**config.mk**
```make
export PLATFORM = sky130hd
export DESIGN_NAME = muldiv_unit
export DESIGN_NICKNAME = d
export VERILOG_FILES = /design/src/rtl/muldiv_unit.sv
export SDC_FILE = /design/constraint.sdc
export NUM_CORES = 1
export LEC_CHECK = 0
export ABC_CLOCK_PERIOD_IN_PS = 4800
export CAP_MARGIN = 20
export CORE_UTILIZATION = 50
export DETAILED_ROUTE_END_ITERATION = 7
export MAX_ROUTING_LAYER = met4
export PLACE_DENSITY_LB_ADDON = 0.2
export REMOVE_ABC_BUFFERS = 1
export SYNTH_ARGS = -nofsm -noshare
export SYNTH_HDL_FRONTEND = slang
export SYNTH_SLANG_ARGS = --single-unit
export TNS_END_PERCENT = 10
```
**constraint.sdc**
```tcl
create_clock -name clk -period 4.8 [get_ports clk]
set_input_delay 1.2 -clock clk [delete_from_list [all_inputs] [get_ports clk]]
set_output_delay 1.2 -clock clk [all_outputs]
set_load 0.02 [all_outputs]
```
**src/rtl/muldiv_unit.sv**
```systemverilog
// Iterative RV32M multiply/divide unit: one radix-2 step per cycle,
// magnitudes in the datapath, sign correction applied on completion.
module muldiv_unit #(
   parameter int BITS  = 32,
   parameter int CNT_W = $clog2(BITS) + 1
) (
   input  logic            clk,
   input  logic            rst,
   input  logic            in_valid,
   input  logic [4:0]      alu_ctrl,
   input  logic [BITS-1:0] op_a,
   input  logic [BITS-1:0] op_b,
   input  logic            flush,
   output logic            in_ready,
   output logic            busy,
   output logic            out_valid,
   output logic [BITS-1:0] result
);

   localparam logic [4:0] ALUCTRL_MUL    = 5'h10;
   localparam logic [4:0] ALUCTRL_MULH   = 5'h11;
   localparam logic [4:0] ALUCTRL_MULHSU = 5'h12;
   localparam logic [4:0] ALUCTRL_MULHU  = 5'h13;
   localparam logic [4:0] ALUCTRL_DIV    = 5'h14;
   localparam logic [4:0] ALUCTRL_DIVU   = 5'h15;
   localparam logic [4:0] ALUCTRL_REM    = 5'h16;
   localparam logic [4:0] ALUCTRL_REMU   = 5'h17;

   typedef enum logic [1:0] {
      IDLE = 2'd0,
      BUSY = 2'd1,
      DONE = 2'd2
   } state_t;

   state_t state, state_nxt;

   logic             is_m, d_div, d_rem, d_hi, sa_sgn, sb_sgn;
   logic             neg_a, neg_b, div_zero, ovf, special, accept;
   logic [BITS-1:0]  mag_a, mag_b, spec_val;

   logic             r_div, r_rem, r_hi, r_spec, r_neg;
   logic [BITS-1:0]  opnd;
   logic [2*BITS-1:0] acc, acc_step;
   logic [CNT_W-1:0] cnt;

   logic [BITS:0]     sum, r2;
   logic [BITS-1:0]   diff, new_hi, div_sel, div_res;
   logic              ge;
   logic [2*BITS-1:0] prod;
   logic [BITS-1:0]   fin;

   always_comb begin
      is_m   = 1'b0;
      d_div  = 1'b0;
      d_rem  = 1'b0;
      d_hi   = 1'b0;
      sa_sgn = 1'b0;
      sb_sgn = 1'b0;
      unique case (alu_ctrl)
         ALUCTRL_MUL:    begin is_m = 1'b1; sa_sgn = 1'b1; sb_sgn = 1'b1; end
         ALUCTRL_MULH:   begin is_m = 1'b1; d_hi = 1'b1;
                               sa_sgn = 1'b1; sb_sgn = 1'b1; end
         ALUCTRL_MULHSU: begin is_m = 1'b1; d_hi = 1'b1; sa_sgn = 1'b1; end
         ALUCTRL_MULHU:  begin is_m = 1'b1; d_hi = 1'b1; end
         ALUCTRL_DIV:    begin is_m = 1'b1; d_div = 1'b1;
                               sa_sgn = 1'b1; sb_sgn = 1'b1; end
         ALUCTRL_DIVU:   begin is_m = 1'b1; d_div = 1'b1; end
         ALUCTRL_REM:    begin is_m = 1'b1; d_div = 1'b1; d_rem = 1'b1;
                               sa_sgn = 1'b1; sb_sgn = 1'b1; end
         ALUCTRL_REMU:   begin is_m = 1'b1; d_div = 1'b1; d_rem = 1'b1; end
         default: ;
      endcase
   end

   assign in_ready = (state == IDLE);
   assign busy     = (state != IDLE);
   assign accept   = in_valid && in_ready && !flush && is_m;

   assign neg_a    = sa_sgn & op_a[BITS-1];
   assign neg_b    = sb_sgn & op_b[BITS-1];
   assign mag_a    = neg_a ? -op_a : op_a;
   assign mag_b    = neg_b ? -op_b : op_b;
   assign div_zero = d_div && (op_b == '0);
   assign ovf      = d_div && sa_sgn && (op_b == '1)
                  && (op_a == {1'b1, {(BITS-1){1'b0}}});
   assign special  = div_zero || ovf;

   // Both special results are known at accept time, so they bypass BUSY.
   always_comb begin
      if (div_zero)
         spec_val = d_rem ? op_a : '1;
      else
         spec_val = d_rem ? '0 : op_a;
   end

   always_comb begin
      sum = {1'b0, acc[2*BITS-1:BITS]} + (acc[0] ? {1'b0, opnd} : '0);
      r2  = {acc[2*BITS-1:BITS], acc[BITS-1]};
      ge  = (r2 >= {1'b0, opnd});
      // Remainder always fits BITS bits after a successful subtract.
      diff   = r2[BITS-1:0] - opnd;
      new_hi = ge ? diff : r2[BITS-1:0];
      if (r_div)
         acc_step = {new_hi, acc[BITS-2:0], ge};
      else
         acc_step = {sum, acc[BITS-1:1]};
   end

   always_comb begin
      prod    = r_neg ? -acc : acc;
      div_sel = r_rem ? acc[2*BITS-1:BITS] : acc[BITS-1:0];
      div_res = r_neg ? -div_sel : div_sel;
      if (r_spec)
         fin = acc[BITS-1:0];
      else if (r_div)
         fin = div_res;
      else if (r_hi)
         fin = prod[2*BITS-1:BITS];
      else
         fin = prod[BITS-1:0];
   end

   always_ff @(posedge clk) begin
      if (rst)
         state <= IDLE;
      else
         state <= state_nxt;
   end

   always_comb begin
      state_nxt = state;
      unique case (state)
         IDLE: if (accept) state_nxt = special ? DONE : BUSY;
         BUSY: begin
            if (flush)
               state_nxt = IDLE;
            else if (cnt == CNT_W'(BITS - 1))
               state_nxt = DONE;
         end
         DONE:    state_nxt = IDLE;
         default: state_nxt = IDLE;
      endcase
   end

   always_ff @(posedge clk) begin
      if (rst) begin
         cnt       <= '0;
         acc       <= '0;
         opnd      <= '0;
         r_div     <= 1'b0;
         r_rem     <= 1'b0;
         r_hi      <= 1'b0;
         r_spec    <= 1'b0;
         r_neg     <= 1'b0;
         out_valid <= 1'b0;
         result    <= '0;
      end else begin
         out_valid <= 1'b0;
         unique case (state)
            IDLE: begin
               if (accept) begin
                  cnt    <= '0;
                  r_div  <= d_div;
                  r_rem  <= d_rem;
                  r_hi   <= d_hi;
                  r_spec <= special;
                  r_neg  <= d_rem ? neg_a : (neg_a ^ neg_b);
                  opnd   <= d_div ? mag_b : mag_a;
                  if (special)
                     acc <= {{BITS{1'b0}}, spec_val};
                  else
                     acc <= {{BITS{1'b0}}, d_div ? mag_a : mag_b};
               end
            end
            BUSY: begin
               acc <= acc_step;
               cnt <= cnt + CNT_W'(1);
            end
            DONE: begin
               if (!flush) begin
                  result    <= fin;
                  out_valid <= 1'b1;
               end
            end
            default: ;
         endcase
      end
   end

endmodule

```
Word-level counts from Yosys, hierarchy flattened
Cells that the tools add are included.
W data, S select, Z words.

cells by class
  add/sub/neg operators = 7
  order comparisons = 1
  equal/unequal tests = 15
  multiplexer cells = 34
  bitwise operators = 5
  reduce and logical (&&, ||, !) cells = 24

operators with widths
  kind                    count
  $mux W32                15
  $mux W64                3
  $pmux W64 S2            1
  $neg A32 Y32            3
  $eq A32 B32 Y1 const B  2
  $neg A64 Y64            1
  $eq A5 B5 Y1 const B    8
  $add A32 B32 Y33        1
  $ge A33 B32 Y1          1
  $logic_not A32 Y1       1
  $sub A32 B32 Y32        1
  $pmux W6 S2             1
  $mux W1                 8
  $mux W2                 4
  $reduce_and A2 Y1       4
  $reduce_or A4 Y1        2
  $reduce_or A8 Y1        1
  $logic_and A1 B1 Y1     7
  $add A6 B1 Y6 const B   1
  $eq A6 B5 Y1 const B    1
  $mux W6                 1
  $reduce_or A5 Y1        1
  $pmux W2 S2             1
  $reduce_bool A2 Y1      2
  12 further kinds        15

storage, ports and cells
  register bits = 142
  input port bits = 73
  logic and storage cells = 97

Logic depth before layout (Yosys ltp)
  depth after elaboration = 10
  gate-level depth with buffers = 16
  mapped depth without buffers = 13

Worst setup path after synthesis
No wires, ideal clock.

  path type = reg2reg
  from = reg r_rem
  to = reg result[30]
  library setup time = 0.137 ns
  arrival time = 3.926 ns
  data required time = 4.663 ns
  path slack = 0.737 ns
  stages on the path, launching flop included = 17
  buffers on the path = 6
  clock period less this slack = 4.063 ns
  cells stage by stage = dfxtp_1 -> buf_2 -> buf_2 -> buf_2 -> buf_2 -> buf_2 -> buf_1 -> mux2i_1 -> ha_1 -> o21ai_0 -> nor3_1 -> nand4_1 -> or3_1 -> o31ai_1 -> xor2_1 -> a222oi_1 -> a211oi_1

between the ends
  longest elaborated chain between the ends = 5

RTL lines
  element                   line  source
  start: declaration        41    logic r_div, r_rem, r_hi, r_spec, r_neg;
  start signal: assignment  164   r_rem <= d_rem;
  $mux W32 *                111   div_sel = r_rem ? acc[2*BITS-1:BITS] : acc[BITS-1:0];
  $neg A32 Y32              112   div_res = r_neg ? -div_sel : div_sel;
  $mux W32 *                112
  $mux W32 *                115   else if (r_div)
  $mux W32 *                113   if (r_spec)
  end signal: assignment    181   result <= fin;
  end: declaration          17    output logic [BITS-1:0] result

Mark *: on every way between the ends. The rest lies on a longest branch, timed or not.
A chain may end at the register's enable or synchronous reset.

Final worst setup path
  from = reg opnd[15]
  to = reg acc[33]

between the ends
  longest elaborated chain between the ends = 4

RTL lines
  element                   line  source
  start: declaration        42    logic [BITS-1:0] opnd;
  start signal: assignment  168   opnd <= d_div ? mag_b : mag_a;
  $ge A33 B32 Y1            99    ge = (r2 >= {1'b0, opnd});
  $mux W32                  102   new_hi = ge ? diff : r2[BITS-1:0];
  $mux W64                  103   if (r_div)
  $pmux W64 S2              159   unique case (state)
  end signal: assignment    170   acc <= {{BITS{1'b0}}, spec_val};
  end signal: assignment    172   acc <= {{BITS{1'b0}}, d_div ? mag_a : mag_b};
  end signal: assignment    176   acc <= acc_step;
  end: declaration          43    logic [2*BITS-1:0] acc, acc_step;

Every way passes these cells.

==> results.ini <==
[outcome]
status=completed

[grt]
grt-ovfl-total=0
grt_pass1_wl_mm=94.1
grt_max_degree=91
track_usage_pct=39.6
antenna_found_initial=0
grt_pass1_vias=16389

[routing]
antenna_left=0
detail_route.wl_per_cell_microns=23.0
wl_mm=61.0
drcViolationCount=0
drt_pass1_iterations=6
num_vias=17690
drt_iter0_drc=2285
vias_per_cell=6.66

[logic_synthesis]
synth_top_area_share_pct=18.3
yosysWarningCount=0
synth_area_sq_um=15500
synth-seq-cells=142
ys_types=81
async_flop_share_pct=0
synth_ff_type=dfxtp_1
synth_edf_count=0
avgSynthCellArea_sq_um=6.97
yosysMostFrequentCell=nand2_1
yosys-top-cells-area=dfxtp_1 18%, a21oi_1 6.5%, nand2_1 6.0%, ha_1 5.6%, xnor2_1 5.3%
yosysTopAreaCell=dfxtp_1
seq_area_frac_synth_pct=18.3
netlist_instances=2225
synthTopCellsByCount=246 x nand2_1, 201 x a21oi_1, 196 x nor2_1, 154 x clkbuf_1, 147 x o21ai_0

[setup_path]
worstSetupPathType=flip-flop to flip-flop
path_max_fanout=10
path_cells=inv_1, ha_1, nand3_1, or3_1, a2111oi_0, nor3_1, o21ai_1, a21o_1, buf_4, mux2i_1, a21oi_1, a22o_1
critPathSlowestCell=a21o_1
cp.arrival_ns=4.46
cp-start-kind=flip-flop
critPathMaxStageDelay_ns=0.50
endpoint_kind=flip-flop
critPathRequiredTime_ns=5.14

[die]
die_w_microns=178
num_rows=64
fp.dieH_microns=178
num_io_pins=108
start_util_pct=50.8
core_area_sq_um=30500
die-area_sq_um=31700

[clock_network]
post_cts_buffers=0
cts_max_path_buffers=2
cts_hold_buf=0
clk_pin_slew_ns=0.07
ctsResizeCount=0
cts_sinks=142
numCtsBuffers=17
htree_levels=4
insertion_delay_ns=0.44
cts_root_buf=clkbuf_16
cts_tree=yes

[timing]
max_slew.worst_pin.slew_ns=1.14
final_max_slew_viol_count=0
setup_viol=0
fin_tns_setup_ns=0
fin_crit_sh_pct=85.9
hold_violations=0
rsz0062_at_grt=no
clock.fmax_mhz=243
timing.final.crit_period_ns=4.12
clock_skew_ns=0.0152
max_slew_margin_pct=23.8

[layout]
drive_gt1_share_pct=6.60
fillCellCount=2961
final-instance-count-excl-fill=2655
final_area_sq_um=17600
num-nets-final=2391
diodes=0
syn2layout_area_growth_pct=13.5

[placement]
dp_hpwl_mm=46.1
place_area_sq_um=17000
dp_cells=2622
routabilityCongestion=1.05
io_buffers=107

[flow_run]
cap_violations=0

[power]
power.density_nw_per_um2=218
cellLeakagePower_uw=0.00677
ir_worst_vdd_uv=264

[min_path]
hold_path_class=flip-flop to flip-flop

==> worst max-delay path: cells and delay by family, from the launching register on <==
family | cells | cell delay (ns)
mux | 1 | 0.22
compound gates | 5 | 1.59
buf+inv | 2 | 0.45
fa+ha+maj | 1 | 0.46
simple gates | 3 | 0.87
flops | 1 | 0.41
==> final timing paths <==
path | startpoint | to | slack, ns | cells past startpoint
max | opnd[15]$_SDFFE_PP0P_ | acc[33]$_SDFFE_PP0P_ | 0.68 | 12
min | opnd[8]$_SDFFE_PP0P_ | opnd[8]$_SDFFE_PP0P_ | 0.45 | 2
max reg2reg | opnd[15]$_SDFFE_PP0P_ | acc[33]$_SDFFE_PP0P_ | 0.68 | 12
min reg2reg | opnd[8]$_SDFFE_PP0P_ | opnd[8]$_SDFFE_PP0P_ | 0.45 | 2
==> power by group <==
group / switching [uW] / internal [uW]
clock network: 597 / 881
registers: 54.6 / 1200
logic: 681 / 424
total: 1330 / 2510
==> cell type report <==
type | instances | area (sq um) | share of cell area (%)
clock inverter | 14 | 204 | 1.16
timing repair buffer | 188 | 1670 | 9.50
clock buffer | 18 | 429 | 2.44
inverter | 66 | 248 | 1.41
tap | 396 | 495 | 2.82
sequential | 142 | 2850 | 16.2
multi-input combinational | 1831 | 11700 | 66.5
==> per-layer routing <==
layer	vias up	track usage, %	wire length [microns]
li1	8182	-	-
met1	8200	52.8	26000
met2	1108	58.7	26200
met3	200	7.18	6420
met4	0	15.4	2440
met5	-	-	0
==> per-stage QoR <==
stage	power, uW	hold slack (ns)	utilization (%)	worst slack (ns)
after floorplan	1930	0.426	-	0.329
after global placement	2340	0.441	55.6	0.354
after detailed placement	2350	0.445	55.6	0.335
after CTS	3810	0.454	57.6	0.777
after global routing	3980	0.464	57.7	0.511
final	3840	0.451	57.7	0.677
==> cells by family (layout without fill, tap and decap cells) <==
logic type	count (synthesis)	after routing	synth area share, %
adders and majority gates	72	72	5.91
DFF	142	142	18.3
muxes	78	78	5.08
AOI/OAI and AO/OA	754	754	31.1
buffers and inverters	252	286	6.35
xor gates and xnor gates	188	188	10.6
and+or+nand+nor	739	739	22.6
==> placed cells by master (no fill, tap or decap), types with 8 or more instances in the layout <==
cell | netlist | layout
o22ai_1 | 8 | 8
xnor2_1 | 94 | 94
nor3_1 | 64 | 64
a21o_1 | 40 | 40
o21ai_1 | 39 | 39
nor3b_1 | 11 | 10
clkdlybuf4s50_1 | 0 | 105
and2_1 | 12 | 12
nand3_1 | 34 | 33
ha_1 | 70 | 70
inv_1 | 66 | 66
xor2_1 | 94 | 94
o31ai_1 | 40 | 40
nand2b_1 | 19 | 19
nand2_1 | 246 | 246
buf_4 | 1 | 81
a221oi_1 | 15 | 15
o211ai_1 | 57 | 57
and3_1 | 21 | 20
o221ai_1 | 10 | 10
mux2i_1 | 72 | 72
o41ai_1 | 14 | 14
o21ai_0 | 147 | 147
dfxtp_1 | 142 | 139
a31oi_1 | 47 | 47
or4_1 | 13 | 13
a211oi_1 | 45 | 45
or3_1 | 33 | 33
nor2_1 | 196 | 195
nor4_1 | 19 | 19
clkbuf_16 | 0 | 17
nand4_1 | 32 | 32
a21oi_1 | 201 | 200
a22o_1 | 13 | 13
==> state kept, by name, summed over array words and instances, names as in the netlist <==
name / cells
cnt: 6
state: 2
out_valid: 1
r_rem: 1
r_neg: 1
r_spec: 1
acc: 64
r_hi: 1
r_div: 1
result: 32
opnd: 32
Power figures use the tool's default switching activity.
==> patch (same flow settings) <==
Compare `cnt` against `CNT_W'(BITS - 1)` with >= in place of ==.
--- a/src/rtl/muldiv_unit.sv
+++ b/src/rtl/muldiv_unit.sv
@@ -135,5 +135,5 @@
             if (flush)
                state_nxt = IDLE;
-            else if (cnt == CNT_W'(BITS - 1))
+            else if (cnt >= CNT_W'(BITS - 1))
                state_nxt = DONE;
          end
Formal check against the unedited RTL: same outputs for any inputs over 4 cycles, from zero or initial values and one cycle with rst high; that may be too few to reach the edited logic, so the function may still have changed.
==> patch against the original RTL <==
  * Critical path type unchanged
  * Clock power is 13% lower
  * Setup slack worse by 15 ps
  * Wire length is 11% higher
  * Area after synthesis is 2.2% higher
  * Largest cell class unchanged
  * Global-route usage is 2.7 points higher
  * Sequential cell count stayed put
  * Power is 2.0% lower
  * Cell area is 2.0% higher
  * Cell count is 2.3% higher
==> patch: results (changes against the original RTL) <==
** Placement
- The placed wire-length estimate after detailed placement is 52280 microns (was 46070 microns).
- Routability congestion estimate from global placement :: 1.033 (was 1.054)
- The placed cell area came to 17410 sq um (was 16950 sq um).

** Setup path
- Worst path max stage delay :: 530 ps (was 500 ps)
- The startpoint of the lowest-slack register-to-register path was acc[0] (was opnd[15]).
- Highest-delay cell along the critical path :: a31oi_1 (was a21o_1)
- The maximum fanout count along the critical path is 12 (was 10).

** Global routing
- Routing usage on met2 :: 63.36% (was 58.72%)
- The met1 usage was 54.24% (was 52.82%).
- Maximum number of pins on one net before global-route repair :: 84 (was 91)
- The total track usage is 42.31% (was 39.57%).
- Global-route wire length before repair :: 103100 microns (was 94140 microns)
- GRT met3 Usage :: 7.476% (was 7.182%)
- The number of global-route vias before repair is 17290 (was 16390).
- The initial antenna violation count was 1 (was 0).

** Drt
- The met3 wire length was 7103 microns (was 6423 microns).
- The wire length the detailed router placed on met1 is 27730 microns (was 25970 microns).
- The detailed router's first-iteration violation count is 2327 (was 2285).
- Detailed-route wire length :: 67740 microns (was 60980 microns)
- The detailed-routed wire length on met2 came to 29370 microns (was 26150 microns).
- Avg Vias per Cell :: 6.856 (was 6.663)

** Logic synthesis
- The number of standard cells after synthesis was 2281 (was 2225).
- Most numerous cell types in the synthesized netlist :: nor2_1, a21oi_1, nand2_1 (was nand2_1, a21oi_1, nor2_1)
- Number of unique standard cell types used by synthesis :: 89 (was 81)
- The portion of the post-synthesis area used by sequential elements came to 17.95% (was 18.34%).
- Dominant cells by area after synthesis :: dfxtp_1, a21oi_1, nor2_1 (was dfxtp_1, a21oi_1, nand2_1)
- Async set-or-reset flop fraction in the synthesized netlist :: 0% (unchanged)

** Final layout
- The fraction of layout instances using a drive strength above 1 was 7.155% (was 6.596%).
- Area of all sequential standard cells :: 2853 sq um (was 2849 sq um)
- Post-layout net count :: 2452 (was 2391)

** Worst hold path
- Source of the worst hold timing path :: result[29] (was opnd[8])

** Power
- Leakage dissipation :: 6.959 nW (was 6.773 nW)
- The net switching power figure came to 0.001428 W (was 0.001332 W).
- Part of the total power dissipated in combinational logic :: 32.5% (was 28.8%)
- Worst IR drop on VDD :: 0.2845 mV (was 0.2638 mV)

** Run status
- Run status :: finished clean (unchanged)

** Timing
- The worst clock skew came to 18.63 ps (was 15.20 ps).
- The worst max-slew margin expressed relative to the limit came to 31.05% (was 23.80%).

** CTS
- The clock insertion delay at the later pin of the skew report was 470 ps (was 440 ps).
==> patch: layout make-up <==
| cell class | count | share of cell area, % |
|---|---|---|
| multi-input cells | 1869 | 66.62 |
| flip-flops and latches | 142 | 15.89 |
| repair buffers | 204 | 10.15 |
| well taps | 396 | 2.760 |
| clock buffers | 20 | 2.488 |
| inverters | 73 | 1.526 |
| clock inverters | 12 | 0.5506 |
| diodes | 1 | 0.01394 |
==> patch: logic make-up (layout without fill, tap and decap cells) <==
kind of cell    after synthesis  after routing  share of synthesized area (%)
fa+ha+maj                    72             72                          5.782
simple gates                808            808                          24.66
flops                       142            142                          17.95
xor+xnor                    166            166                          9.179
other cells                   0              1                              0
mux                          94             94                          6.177
buf+inv                     270            309                          6.659
compound gates              729            729                          29.59
==> patch: path summary, 6_finish.rpt <==
path	cells past startpoint	to	slack, ps
worst max-delay path	13	acc[62]	660
worst min-delay path	2	result[29]	450
worst max register to register	13	acc[62]	660
worst min register to register	2	result[29]	450
